File: config.mk
export PLATFORM = sky130hd
export DESIGN_NAME = spi_master_xfer
export DESIGN_NICKNAME = d
export VERILOG_FILES = /design/src/rtl/spi_master_xfer.sv
export SDC_FILE = /design/constraint.sdc
export NUM_CORES = 1
export LEC_CHECK = 0
export ABC_CLOCK_PERIOD_IN_PS = 7900
export BUFFER_PORTS_ARGS = -buffer_cell sky130_fd_sc_hd__buf_2
export CORE_UTILIZATION = 25
export DETAILED_ROUTE_END_ITERATION = 16
export HOLD_SLACK_MARGIN = 0.06
export MAX_ROUTING_LAYER = met4
export PLACE_DENSITY = 0.42
export SKIP_LAST_GASP = 1
export SLEW_MARGIN = 20
export SYNTH_ARGS = -nofsm -noshare
export SYNTH_HDL_FRONTEND = slang
export SYNTH_SLANG_ARGS = --single-unit
File: constraint.sdc
create_clock -name clk -period 7.9 [get_ports clk]
set_input_delay 0.395 -clock clk [delete_from_list [all_inputs] [get_ports clk]]
set_output_delay 0.395 -clock clk [all_outputs]
set_load 0.01 [all_outputs]
File: src/rtl/spi_master_xfer.sv
// spi_master_xfer
//   SPI mode-0 master that shifts one frame: an 8-bit command byte followed by
//   0..4 payload bytes, MSB first. The byte clocked in during the command is
//   kept as status_byte; the bytes clocked in during the payload are kept,
//   right-aligned, in rd_data. Each frame ends with a HOLD of one SCK half
//   period (chip select still low) and a GAP of one half period (chip select
//   high, still busy).
//
// Ports
//   clk, rst          : clock, asynchronous active-high reset
//   start             : frame request, only honoured in IDLE
//   cmd               : command byte (bit7 write enable, bits[2:0] address)
//   data_len          : payload byte count, values above 4 act as 4
//   wr_data           : payload to send, right-aligned
//   rd_data           : payload received, right-aligned, upper bytes zero
//   status_byte       : byte received while the command was shifted
//   busy              : frame or inter-frame gap in progress
//   done              : one-cycle strobe when chip select rises
//   ncs_spi, sck_spi,
//   mosi_spi, miso_spi: SPI pins
module spi_master_xfer #(
  parameter int CLK_DIV = 4
) (
  input  logic        clk,
  input  logic        rst,
  input  logic        start,
  input  logic [7:0]  cmd,
  input  logic [2:0]  data_len,
  input  logic [31:0] wr_data,
  output logic [31:0] rd_data,
  output logic [7:0]  status_byte,
  output logic        busy,
  output logic        done,
  output logic        ncs_spi,
  output logic        sck_spi,
  output logic        mosi_spi,
  input  logic        miso_spi
);

  typedef enum logic [1:0] {IDLE = 2'd0, SHIFT = 2'd1, HOLD = 2'd2, GAP = 2'd3} state_t;

  state_t      state_reg, state_next;
  logic [7:0]  div_cnt_reg;
  logic        div_tick;
  logic [6:0]  edge_cnt_reg;
  logic [6:0]  last_edge;
  logic [2:0]  len_reg;
  logic [2:0]  len_clamped;
  logic [5:0]  pay_bits;
  logic        sck_reg;
  logic        ready_reg;
  logic        start_ok;
  logic [39:0] tx_sr_reg;
  logic [39:0] rx_sr_reg;
  logic [31:0] rd_data_reg;
  logic [7:0]  status_reg;

  // One tick per SCK half period.
  assign div_tick    = (div_cnt_reg == 8'(CLK_DIV - 1));
  // Frame has 2*B SCK edges, B = 8 + 8*len; the last one is 15 + 16*len.
  assign last_edge   = 7'd15 + {len_reg, 4'b0000};
  assign len_clamped = (data_len > 3'd4) ? 3'd4 : data_len;
  assign pay_bits    = {len_reg, 3'b000};
  // ready_reg is low for the first IDLE cycle after a GAP, so a start seen
  // in the cycle busy falls is only taken one cycle later.
  assign start_ok    = start && ready_reg;

  // State register
  always_ff @(posedge clk or posedge rst) begin
    if (rst) state_reg <= IDLE;
    else     state_reg <= state_next;
  end

  // Next-state logic
  always_comb begin
    state_next = state_reg;
    unique case (state_reg)
      IDLE:  if (start_ok) state_next = SHIFT;
      SHIFT: if (div_tick && edge_cnt_reg == last_edge) state_next = HOLD;
      HOLD:  if (div_tick) state_next = GAP;
      GAP:   if (div_tick) state_next = IDLE;
      default: state_next = IDLE;
    endcase
  end

  // Datapath: divider, edge counter, shift registers, result registers
  always_ff @(posedge clk or posedge rst) begin
    if (rst) begin
      div_cnt_reg  <= '0;
      edge_cnt_reg <= '0;
      len_reg      <= '0;
      sck_reg      <= 1'b0;
      ready_reg    <= 1'b1;
      tx_sr_reg    <= '0;
      rx_sr_reg    <= '0;
      rd_data_reg  <= '0;
      status_reg   <= '0;
    end else begin
      ready_reg   <= (state_reg != GAP);
      div_cnt_reg <= (state_reg == IDLE || div_tick) ? 8'd0 : div_cnt_reg + 8'd1;
      unique case (state_reg)
        IDLE: begin
          if (start_ok) begin
            len_reg      <= len_clamped;
            // Payload left-aligned behind the command; a shift of 32 yields 0.
            tx_sr_reg    <= {cmd, wr_data << (6'd32 - {len_clamped, 3'b000})};
            rx_sr_reg    <= '0;
            edge_cnt_reg <= '0;
            sck_reg      <= 1'b0;
          end
        end
        SHIFT: begin
          if (div_tick) begin
            edge_cnt_reg <= edge_cnt_reg + 7'd1;
            if (!sck_reg) begin
              sck_reg   <= 1'b1;
              rx_sr_reg <= {rx_sr_reg[38:0], miso_spi};
            end else begin
              sck_reg <= 1'b0;
              // Keep the final bit on MOSI through HOLD.
              if (edge_cnt_reg != last_edge) tx_sr_reg <= {tx_sr_reg[38:0], 1'b0};
            end
          end
        end
        HOLD: begin
          if (div_tick) begin
            // rx_sr holds B bits right-aligned: status above 8*len payload bits.
            rd_data_reg <= rx_sr_reg[31:0] & ~(32'hFFFF_FFFF << pay_bits);
            status_reg  <= 8'(rx_sr_reg >> pay_bits);
          end
        end
        default: ;
      endcase
    end
  end

  // Outputs
  always_comb begin
    ncs_spi     = !(state_reg == SHIFT || state_reg == HOLD);
    busy        = (state_reg != IDLE);
    done        = (state_reg == GAP) && (div_cnt_reg == 8'd0);
    sck_spi     = sck_reg && (state_reg == SHIFT);
    mosi_spi    = (state_reg == SHIFT || state_reg == HOLD) ? tx_sr_reg[39] : 1'b0;
    rd_data     = rd_data_reg;
    status_byte = status_reg;
  end

endmodule

# Yosys cells after proc, flatten, opt, wreduce, memory -nomap -nowiden
# Cells that the tools add are included.
[totals] reg_bits=142 wordCells=76 input_bits=47 out_inout_bits=45
[classes] shifts=3 muxes=24 bitwise_logic=2 magnitude_cmp=1 n_reduce_logical=17 eq_ne=15 add_sub_neg=4
[ops] cell="two-way mux 40 bit" n=7
[ops] cell="one-hot mux 40 bit (2 select lines)" n=2
[ops] cell="right shift 40 x 6 -> 8 bit" n=1
[ops] cell="AND 32 bit" n=1
[ops] cell="NOT 32 bit" n=1
[ops] cell="<< shifter 32 x 6 -> 32 bit" n=1
[ops] cell="<< shifter 32 x 6 -> 32 bit (first input constant)" n=1
[ops] cell="!= test 2 bit (second input constant)" n=9
[ops] cell="two-way mux 7 bit" n=2
[ops] cell="one-hot mux 7 bit (2 select lines)" n=1
[ops] cell="adder 8 x 1 -> 8 bit (second input constant)" n=1
[ops] cell="equality test 8 x 2 -> 1 bit (second input constant)" n=1
[ops] cell="zero test 8 bit" n=1
[ops] cell="two-way mux 2 bit" n=4
[ops] cell="two-way mux 8 bit" n=1
[ops] cell="one-hot mux 2 bit (4 select lines)" n=1
[ops] cell="AND reduction 4 bit" n=2
[ops] cell="adder 4 x 7 -> 7 bit (first input constant)" n=1
[ops] cell="adder 7 x 1 -> 7 bit (second input constant)" n=1
[ops] cell="equality test 7 bit" n=1
[ops] cell="!= test 7 bit" n=1
[ops] cell="subtractor 6 bit (first input constant)" n=1
[ops] cell="AND reduction 5 bit" n=1
[ops] cell="equality test 2 bit (second input constant)" n=2
[ops] cell="other kinds (12)" n=21

# Longest topological paths before layout
# Gate-level depths: netlist of the first run.
[depth] ltp_word=6 mapped_depth=11 mapped_depth_nobuf=6

# Least setup slack after synthesis of the first run
# No wires, ideal clock.
[synth_path] path_type="input -> register" start="in data_len[2]" end="reg tx_sr_reg[24]" t_required_ns=7.775 setup_slack_ns=5.228 arrival_ns=2.547 setup_ns=0.125 path_stages=10 cell_sequence="nand2b_1 buf_4 buf_4 buf_2 ha_1 buf_2 clkbuf_1 mux4_2 a22o_1 mux2_4"
[synth_between] elab_chain_len=6
[synth_rtl] item="start: declaration" line_no="28" text="input logic [2:0] data_len,"
[synth_rtl] item="greater-than comparator 3 bit" line_no="62" text="assign len_clamped = (data_len > 3'd4) ? 3'd4 : data_len;"
[synth_rtl] item="two-way mux 3 bit (*)" line_no="62"
[synth_rtl] item="subtractor 6 bit (*)" line_no="106" text="tx_sr_reg <= {cmd, wr_data << (6'd32 - {len_clamped, 3'b000})};"
[synth_rtl] item="<< shifter 32 x 6 -> 32 bit (*)" line_no="106"
[synth_rtl] item="two-way mux 40 bit (*)" line_no="103" text="if (start_ok) begin"
[synth_rtl] item="one-hot mux 40 bit (2 select lines) (*)" line_no="101" text="unique case (state_reg)"
[synth_rtl] item="end signal: assignment" line_no="106"
[synth_rtl] item="end signal: assignment" line_no="121" text="if (edge_cnt_reg != last_edge) tx_sr_reg <= {tx_sr_reg[38:0], 1'b0};"
[synth_rtl] item="end: declaration" line_no="53" text="logic [39:0] tx_sr_reg;"
# Mark *: on every way between the ends. The rest lies on a longest branch, timed or not. The select of a mux whose other input is x is not followed.
# A chain may end at the register's enable or synchronous reset.

# Worst setup path in the final report of the first run
[layout_path] start="reg state_reg[1]" end="reg tx_sr_reg[37]"
[layout_between] elab_chain_len=3 word_cells_on_any_way=9 cone_classes="eq/ne (5); mux (1); reduce/logical (3)"
[layout_rtl] item="start: declaration" line_no="42" text="state_t state_reg, state_next;"
[layout_rtl] item="start signal: assignment" line_no="71" text="else state_reg <= state_next;"
[layout_rtl] item="equality test 2 x 1 -> 1 bit or zero test 2 bit (tied branches)" line_no="101"
[layout_rtl] item="!= test 2 bit (no source line) or nonzero test 2 bit (tied branches)"
[layout_rtl] item="AND reduction 5 bit (no source line)"
# Several ways; a longest one is shown, not always the timed one.

==> results of run 1 <==
cell type report:
cell class,instances,area (µm²)
clock buffers,17,425.4
clock inverters,15,191.4
fillers,2933,19480
inverters,10,42.54
multi-input cells,439,3333
flip-flops and latches,142,3555
well taps,378,473.0
repair buffers,98,508.0
worst paths after layout:
kind,to,slack [ns]
setup reg to reg,tx_sr_reg[37],5.03
setup / recovery,tx_sr_reg[37],5.03
hold reg to reg,rd_data[0],0.47
hold / removal,rd_data[20],0.1
min in group clk,rx_sr_reg[0],0.19
max in group asynchronous,tx_sr_reg[33],6.46
synth_stat cells, drive strengths merged, types with 8 or more instances:
cell	instances
dfrtp	141
nor2	11
a22o	56
a21oi	10
inv	10
a211oi	8
mux2	51
clkbuf	19
ha	8
nor2b	8
nand2	106
mux2i	13
o21ai	58
mux4	12
nand2b	14
buf	25
nand3	12
kinds of logic after synthesis:
| kind of cell | after synthesis |
|---|---|
| simple gates | 185 |
| fa+ha+maj | 8 |
| compound gates | 160 |
| flops | 142 |
| mux | 76 |
| buf+inv | 54 |
| xor+xnor | 10 |
critical path: cells and delay by family, from the launching register on:
| family | cells | cell delay (ns) |
|---|---|---|
| buf+inv | 2 | 0.61 |
| fa+ha+maj | 1 | 0.17 |
| compound gates | 1 | 0.73 |
| simple gates | 2 | 0.48 |
| mux | 1 | 0.35 |
| flops | 1 | 0.40 |
metal layers:
metal | global-route usage (%) | up-vias
li1 | - | 2443
met1 | 19.65 | 2497
met2 | 19.16 | 93
met3 | 2.554 | 13
met4 | 3.921 | 0
met5 | - | -
power breakdown:
part           switching, mW  internal (mW)  leakage [nW]
sequential             0.124          0.866          1.92
clock                  0.391          0.430         0.291
combinational          0.480          0.424          1.72
through the flow:
| stage | util [%] | hold WS, ns | setup slack (ns) | area, µm² | power, mW |
|---|---|---|---|---|---|
| final | 30.45 | 0.09826 | 5.027 | 8528 | 2.714 |
| after global routing | 30.45 | 0.1658 | 4.824 | 8528 | 2.891 |
| after CTS | 30.45 | 0.1530 | 4.963 | 8528 | 2.761 |
| after detailed placement | 28.24 | 0.4651 | 4.987 | 7911 | 1.923 |
| after global placement | 28.24 | 0.4561 | 5.025 | 7911 | 1.920 |
| after floorplan | - | 0.4706 | 3.697 | 7164 | 1.715 |
==> impl_metrics.json, run 1 <==
{
  "status": "complete, no violations",
  "drt_iter0_drc": 408,
  "highest_layer": "met4",
  "antenna_found_initial": 0,
  "ys_seq_area_share_pct": 49.62,
  "synth_xor_area_share_pct": 1.222,
  "cts_resized": 0,
  "required_ns": 8.21,
  "clk_latency_ns": 0.44,
  "synthFlopType": "dfrtp_1",
  "tightest_slew_ns": 0.9484,
  "ys_top_cells_by_area": "dfrtp_1, mux2_4, a22o_1, nand2_1, o21ai_0",
  "slowest_delay_ns": 0.73,
  "grt_use_total_pct": 13.61,
  "yosysTopAreaCellShare_pct": 49.25,
  "wl_per_cell_um": 16.60,
  "reg2regPathDepth": 7,
  "finalHoldViolCount": 0,
  "place_inst": 1067,
  "synth_area_leader_cell": "dfrtp_1",
  "critical_path.startpoint": "state_reg[1]",
  "routed-wl-met3_um": 502,
  "cts_buffers": 17,
  "ys_ff_latch": 142,
  "clkSlewWorstSetupHoldPaths_ns": 0.07,
  "finalCriticalPeriod_ns": 2.873,
  "grt_first_pass_wirelength_um": 29530,
  "setup_viol": 0,
  "drv_cap": 0,
  "layout.nets": 763,
  "layout_common_cells": "dfrtp_1, nand2_1, buf_2",
  "reg2reg_from": "state_reg[1]",
  "dieArea_um2": 29340,
  "coreArea_um2": 28010,
  "synthArstFlopShare_pct": 100.0,
  "tritoncts": "built",
  "max-slew-margin-rel_pct": 36.77,
  "drc_errors": 0,
  "drt-met1-wl_um": 9645,
  "clockBufferDepth": 2,
  "min_path_type": "in -> async",
  "synth_area_um2": 7164,
  "ys_warn_count": 0,
  "synth_cells": 635,
  "io_pins": 92,
  "clock_skew_ns": 0.01953,
  "dr.pass1.iters": 4,
  "synth_edf_count": 0,
  "worstSetupPathType": "reg -> reg",
  "start_kind": "flip-flop",
  "num_rows": 61,
  "routed_wl_um": 18250,
  "dpl.hpwl_um": 12330,
  "worstPathMaxFanout": 55,
  "synthAdderAreaFrac_pct": 1.397,
  "avgSynthCellArea_um2": 11.28,
  "vias": 5046,
  "critPathArrivalTime_ns": 3.19,
  "die_w_um": 171.3,
  "cts_root_buf": "clkbuf_16",
  "rsz0062_at_grt": "false",
  "power_density_nw_per_um2": 318.3,
  "grt_pass1_vias": 5126,
  "p_leak_nw": 3.934,
  "final_cells": 1099,
  "period_share_pct": 36.36,
  "path_cells": "inv_1 -> ha_2 -> buf_4 -> nand4bb_1 -> nor2_2 -> a31o_4 -> mux2_4",
  "synth_nets": 690,
  "synth_compound_area_share_pct": 15.61,
  "final_common_cell": "dfrtp_1",
  "h-tree-depth": 4,
  "ant_nets": 0,
  "ys_types": 54,
  "cts_sinks": 142,
  "drv_slew": 0,
  "die_y_um": 171.3,
  "ir_worst_vdd_uv": 193.3,
  "grt_max_degree": 84,
  "port_buffers": 91,
  "slowest_stage": "a31o_4",
  "globalplace.congestion": 0.7628,
  "synth_top_family_by_area": "compound AO/OA/AOI/OAI gates",
  "synthSimpleGateAreaFrac_pct": 12.61,
  "ctsHoldBuffers": 0,
  "route.met2.wl_um": 7919,
  "start_util_pct": 25.58,
  "grt_remaining_overflow": 0,
  "via_per_inst": 4.591,
  "antenna_cells": 0,
  "post_cts_buffers": 0,
  "worstSetupEndpointType": "flip-flop",
  "synthToLayoutAreaGrowth_pct": 19.04,
  "synthMuxAreaShare_pct": 15.60,
  "fmax_mhz": 348.1,
  "finalSetupTns_ns": 0,
  "drive_above_1_share_pct": 28.57
}
Note: power is estimated with default switching activity, not from simulation.
==> inputs of run 2 (changes only) <==
--- a/config.mk
+++ b/config.mk
@@ -5,7 +5,7 @@
 export SDC_FILE = /design/constraint.sdc
 export NUM_CORES = 1
 export LEC_CHECK = 0
-export ABC_CLOCK_PERIOD_IN_PS = 7900
+export ABC_CLOCK_PERIOD_IN_PS = 2900
 export BUFFER_PORTS_ARGS = -buffer_cell sky130_fd_sc_hd__buf_2
 export CORE_UTILIZATION = 25
 export DETAILED_ROUTE_END_ITERATION = 16
==> constraint.sdc (replaced) <==
create_clock -name clk -period 2.9 [get_ports clk]
set_input_delay 0.145 -clock clk [delete_from_list [all_inputs] [get_ports clk]]
set_output_delay 0.145 -clock clk [all_outputs]
set_load 0.01 [all_outputs]
==> impl_metrics.json, run 2 (synthesized netlist as in run 1, its figures left out) <==
{
  "status": "complete, no violations",
  "start_util_pct": 25.58,
  "grt_max_degree": 81,
  "grt_remaining_overflow": 0,
  "clkSlewWorstSetupHoldPaths_ns": 0.07,
  "drv_cap": 0,
  "combPwrFrac_pct": 34.7,
  "min_path_type": "in -> reg",
  "ant_nets": 0,
  "final_common_cell": "dfrtp_1",
  "worstPathMaxFanout": 40,
  "rrSetupSlack_ns": 0.27,
  "path_buf_inv": 2,
  "globalplace.congestion": 0.7537,
  "tightest_slew_ns": 0.8918,
  "grt_pass1_vias": 5275,
  "coreArea_um2": 28010,
  "dr.pass1.iters": 4,
  "postPlaceCellArea_um2": 8000,
  "routed_wl_um": 18390,
  "dieArea_um2": 29340,
  "ir_worst_vdd_uv": 389.6,
  "path_cells": "inv_1 -> ha_1 -> inv_1 -> nor3_1 -> a31o_4 -> mux2_4",
  "worstSetupEndpointType": "flip-flop",
  "clockBufferDepth": 2,
  "post_cts_buffers": 0,
  "p_leak_nw": 4.026,
  "crit_family": "compound AO/OA/AOI/OAI gates",
  "worstSetupPathType": "reg -> reg",
  "ctsHoldBuffers": 8,
  "slowest_stage": "a31o_4",
  "fmax_mhz": 380.1,
  "io_pins": 92,
  "rsz0062_at_grt": "false",
  "layout.nets": 778,
  "drive_above_1_share_pct": 28.94,
  "die_w_um": 171.3,
  "power.share.clock_pct": 30.4,
  "place_inst": 1074,
  "finalCriticalPeriod_ns": 2.631,
  "via_per_inst": 4.567,
  "vias": 5088,
  "h-tree-depth": 4,
  "clk_latency_ns": 0.43,
  "antenna_cells": 0,
  "required_ns": 3.21,
  "p_int_mw": 4.756,
  "final_cell_area_um2": 8715,
  "finalSetupTns_ns": 0,
  "layout_common_cells": "dfrtp_1, nand2_1, buf_2",
  "clock_skew_ns": 0.01666,
  "power_density_nw_per_um2": 863.1,
  "pre_cts_slack_ns": 0.3001,
  "p_seq_share_pct": 34.9,
  "dpl.hpwl_um": 12620,
  "wl_per_cell_um": 16.50,
  "num_rows": 61,
  "cts_root_buf": "clkbuf_16",
  "drv_slew": 0,
  "switchingPower_mw": 2.765,
  "setup_ws_ns": 0.2689,
  "finalHoldViolCount": 0,
  "synthToLayoutAreaGrowth_pct": 21.64,
  "cts_buffers": 17,
  "setup_viol": 0,
  "tritoncts": "built",
  "critPathArrivalTime_ns": 2.94,
  "max-slew-margin-rel_pct": 40.42,
  "die_y_um": 171.3,
  "start_kind": "flip-flop",
  "drc_errors": 0,
  "p_sw_share_pct": 36.76,
  "cts_resized": 0,
  "period_share_pct": 90.73,
  "grt_first_pass_wirelength_um": 29940,
  "path_common_cell": "inv_1",
  "cts_sinks": 142,
  "drt_iter0_drc": 263,
  "grt_use_total_pct": 13.66,
  "final_cells": 1114,
  "antenna_found_initial": 0,
  "port_buffers": 91,
  "slowest_delay_ns": 0.72
}
## run 2: cell count changes in the layout (fill, tap and decap cells not counted)
| cell | previous run | this run |
|---|---|---|
| dlygate4sd3_1 | 0 | 8 |
| clkinvlp_4 | 2 | 1 |
| inv_12 | 0 | 1 |
| buf_12 | 0 | 3 |
| clkinv_8 | 7 | 8 |
| inv_6 | 3 | 1 |
| buf_4 | 7 | 11 |
| clkinv_4 | 0 | 1 |
## run 2: tightest hold or removal path: cells and delay by family
kind | cells | cell delay (ns)
muxes | 2 | 0.26
buffers and inverters | 1 | 0.08
## run 2: cell type report
type	count	area, µm²
fill	2908	19300
clock inverter	15	209.0
clock buffer	17	425.4
timing repair buffer	113	678.2
multi-input combinational	439	3333
sequential	142	3555
inverter	10	41.29
tap	378	473.0
## run 2: metrics by stage
step           hold WS (ns)  util (%)  power, mW
3_5_place_dp         0.3764     28.56      5.303
5_1_grt             0.06965     31.11      8.010
2_1_floorplan        0.2775         -      4.673
4_1_cts             0.06529     31.11      7.658
6_report            0.09163     31.11      7.522
3_3_place_gp         0.3788     28.56      5.290
## run 2: worst paths after layout
check,from,end,cells past startpoint
max reg2reg,state_reg[0],tx_sr_reg[25],6
min reg2reg,rd_data[0],rd_data[0],2
min,cmd[4],tx_sr_reg[36],3
min in group asynchronous,rst,rd_data[13],3
max,state_reg[0],tx_sr_reg[25],6
max in group asynchronous,rst,tx_sr_reg[3],4
## run 2: power groups by stage
stage,Combinational (mW),Clock [mW],Sequential [mW]
2_1_floorplan,2.09,0,2.58
3_3_place_gp,2.64,0,2.65
3_5_place_dp,2.66,0,2.64
4_1_cts,2.67,2.37,2.61
5_1_grt,2.89,2.45,2.67
6_report,2.61,2.29,2.62
## run 2: routing by layer
metal | part of all wire [%] | track usage, % | vias up
met5 | 0 | - | -
met4 | 0.67 | 4.387 | 0
met3 | 2.7 | 2.554 | 6
met2 | 45 | 19.37 | 90
met1 | 51 | 19.44 | 2523
li1 | - | - | 2469
==> inputs of run 3 (changes only) <==
--- a/config.mk
+++ b/config.mk
@@ -7,11 +7,12 @@
 export LEC_CHECK = 0
 export ABC_CLOCK_PERIOD_IN_PS = 2900
 export BUFFER_PORTS_ARGS = -buffer_cell sky130_fd_sc_hd__buf_2
-export CORE_UTILIZATION = 25
+export CORE_UTILIZATION = 58
+export CTS_BUF_LIST = sky130_fd_sc_hd__clkbuf_8
 export DETAILED_ROUTE_END_ITERATION = 16
 export HOLD_SLACK_MARGIN = 0.06
 export MAX_ROUTING_LAYER = met4
-export PLACE_DENSITY = 0.42
+export PLACE_DENSITY = 0.81
 export SKIP_LAST_GASP = 1
 export SLEW_MARGIN = 20
 export SYNTH_ARGS = -nofsm -noshare
==> impl_metrics.json, run 3 (synthesized netlist as in run 1, its figures left out) <==
{
  "synthToLayoutAreaGrowth_pct": 14.34,
  "post_cts_buffers": 0,
  "via_per_inst": 6.053,
  "fmax_mhz": 386.1,
  "clockBufferDepth": 2,
  "coreArea_um2": 12010,
  "clock_skew_ns": 0.01149,
  "max-slew-margin-rel_pct": 43.90,
  "grt_remaining_overflow": 0,
  "crit_family": "compound AO/OA/AOI/OAI gates",
  "rsz0062_at_grt": "false",
  "die_w_um": 113.1,
  "cts_sinks": 142,
  "start_kind": "flip-flop",
  "setup_viol": 0,
  "p_int_mw": 4.378,
  "dr.pass1.iters": 5,
  "tritoncts": "built",
  "h-tree-depth": 4,
  "globalplace.congestion": 0.8579,
  "antenna_cells": 0,
  "dpl.hpwl_um": 10390,
  "die_y_um": 113.1,
  "antenna_found_initial": 0,
  "slowest_delay_ns": 0.70,
  "ant_nets": 0,
  "start_util_pct": 59.65,
  "switchingPower_mw": 2.424,
  "final_cell_area_um2": 8192,
  "final_common_cell": "dfrtp_1",
  "p_leak_nw": 3.919,
  "slowest_stage": "a31o_4",
  "worstSetupEndpointType": "flip-flop",
  "power.share.clock_pct": 24.0,
  "drive_above_1_share_pct": 28.57,
  "postPlaceCellArea_um2": 7676,
  "finalHoldViolCount": 0,
  "clkSlewWorstSetupHoldPaths_ns": 0.08,
  "finalSetupTns_ns": 0,
  "tightest_slew_ns": 0.8397,
  "vias": 5339,
  "critPathArrivalTime_ns": 2.91,
  "num_rows": 40,
  "grt_use_total_pct": 26.40,
  "nFillCells": 920,
  "finalCriticalPeriod_ns": 2.590,
  "clk_latency_ns": 0.44,
  "layout.nets": 777,
  "worstPathMaxFanout": 40,
  "routed_wl_um": 15430,
  "port_buffers": 91,
  "cts_buffers": 17,
  "fin_util_pct": 68.20,
  "final_cells": 882,
  "ir_worst_vdd_uv": 1084,
  "wl_per_cell_um": 17.49,
  "cts_resized": 0,
  "period_share_pct": 89.31,
  "dieArea_um2": 12800,
  "grt_first_pass_wirelength_um": 25620,
  "drv_cap": 0,
  "status": "complete, no violations",
  "whs_ns": 0.08506,
  "power_density_nw_per_um2": 830.3,
  "place_inst": 840,
  "grt_max_degree": 81,
  "path_cells": "inv_1 -> ha_1 -> a21boi_1 -> nor3_1 -> a31o_4 -> mux2_4",
  "combPwrFrac_pct": 37.4,
  "io_pins": 92,
  "grt_pass1_vias": 5109,
  "min_path_type": "in -> reg",
  "path_buf_inv": 1,
  "cts_root_buf": "clkbuf_8",
  "required_ns": 3.22,
  "drc_errors": 0,
  "drt_iter0_drc": 372,
  "drv_slew": 0,
  "p_sw_share_pct": 35.64,
  "p_seq_share_pct": 38.6,
  "layout_common_cells": "dfrtp_1, nand2_1, buf_2",
  "worstSetupPathType": "reg -> reg"
}
-- run 3: path summary, 6_finish.rpt --
path,start,end,slack [ns],depth (start not counted)
max in group asynchronous,rst,tx_sr_reg[13],1.72,4
worst min-delay path,cmd[7],tx_sr_reg[39],0.09,3
worst max register to register,state_reg[0],tx_sr_reg[39],0.31,6
worst min register to register,rd_data[7],rd_data[7],0.48,2
min in group asynchronous,rst,rd_data[15],0.40,3
worst max-delay path,state_reg[0],tx_sr_reg[39],0.31,6
-- run 3: layout make-up --
type / count / area, µm² / share of cell area, %
Timing Repair Buffer: 112 / 663.1 / 8.095
Multi-Input combinational cell: 439 / 3333 / 40.69
Clock buffer: 19 / 261.5 / 3.192
Clock inverter: 13 / 153.9 / 1.879
Inverter: 10 / 41.29 / 0.5040
Tap cell: 147 / 183.9 / 2.245
Sequential cell: 142 / 3555 / 43.39
-- run 3: per-layer routing --
metal / up-vias / part of all wire [%] / global-route usage, %
met5: - / 0 / -
met4: 0 / 1.9 / 9.649
met3: 31 / 4.8 / 4.767
met2: 194 / 48 / 40.08
met1: 2640 / 45 / 35.80
li1: 2474 / - / -
-- run 3: through the flow --
step	setup WS (ns)	power, mW
finish	0.3101	6.802
global route	0.1630	7.172
CTS	0.3246	6.822
detailed placement	0.3372	5.161
global placement	0.3848	5.065
floorplan	0.4775	4.673
-- run 3: what timing repair did --
action | CTS | global route
endpoints found under the setup margin | 0 | 0
hold endpoints to repair | 45 | 0
hold buffers | 10 | 0
-- run 3: power groups by stage --
stage               Clock, mW  Sequential (mW)  Combinational [mW]
floorplan                   0             2.58                2.09
global placement            0             2.63                2.44
detailed placement          0             2.65                2.52
CTS                      1.66             2.62                2.54
global route             1.74             2.66                2.77
finish                   1.63             2.63                2.54
-- run 3: worst min-delay path: cells and delay by family --
family,cells,cell delay (ns)
mux,2,0.26
buf+inv,1,0.08
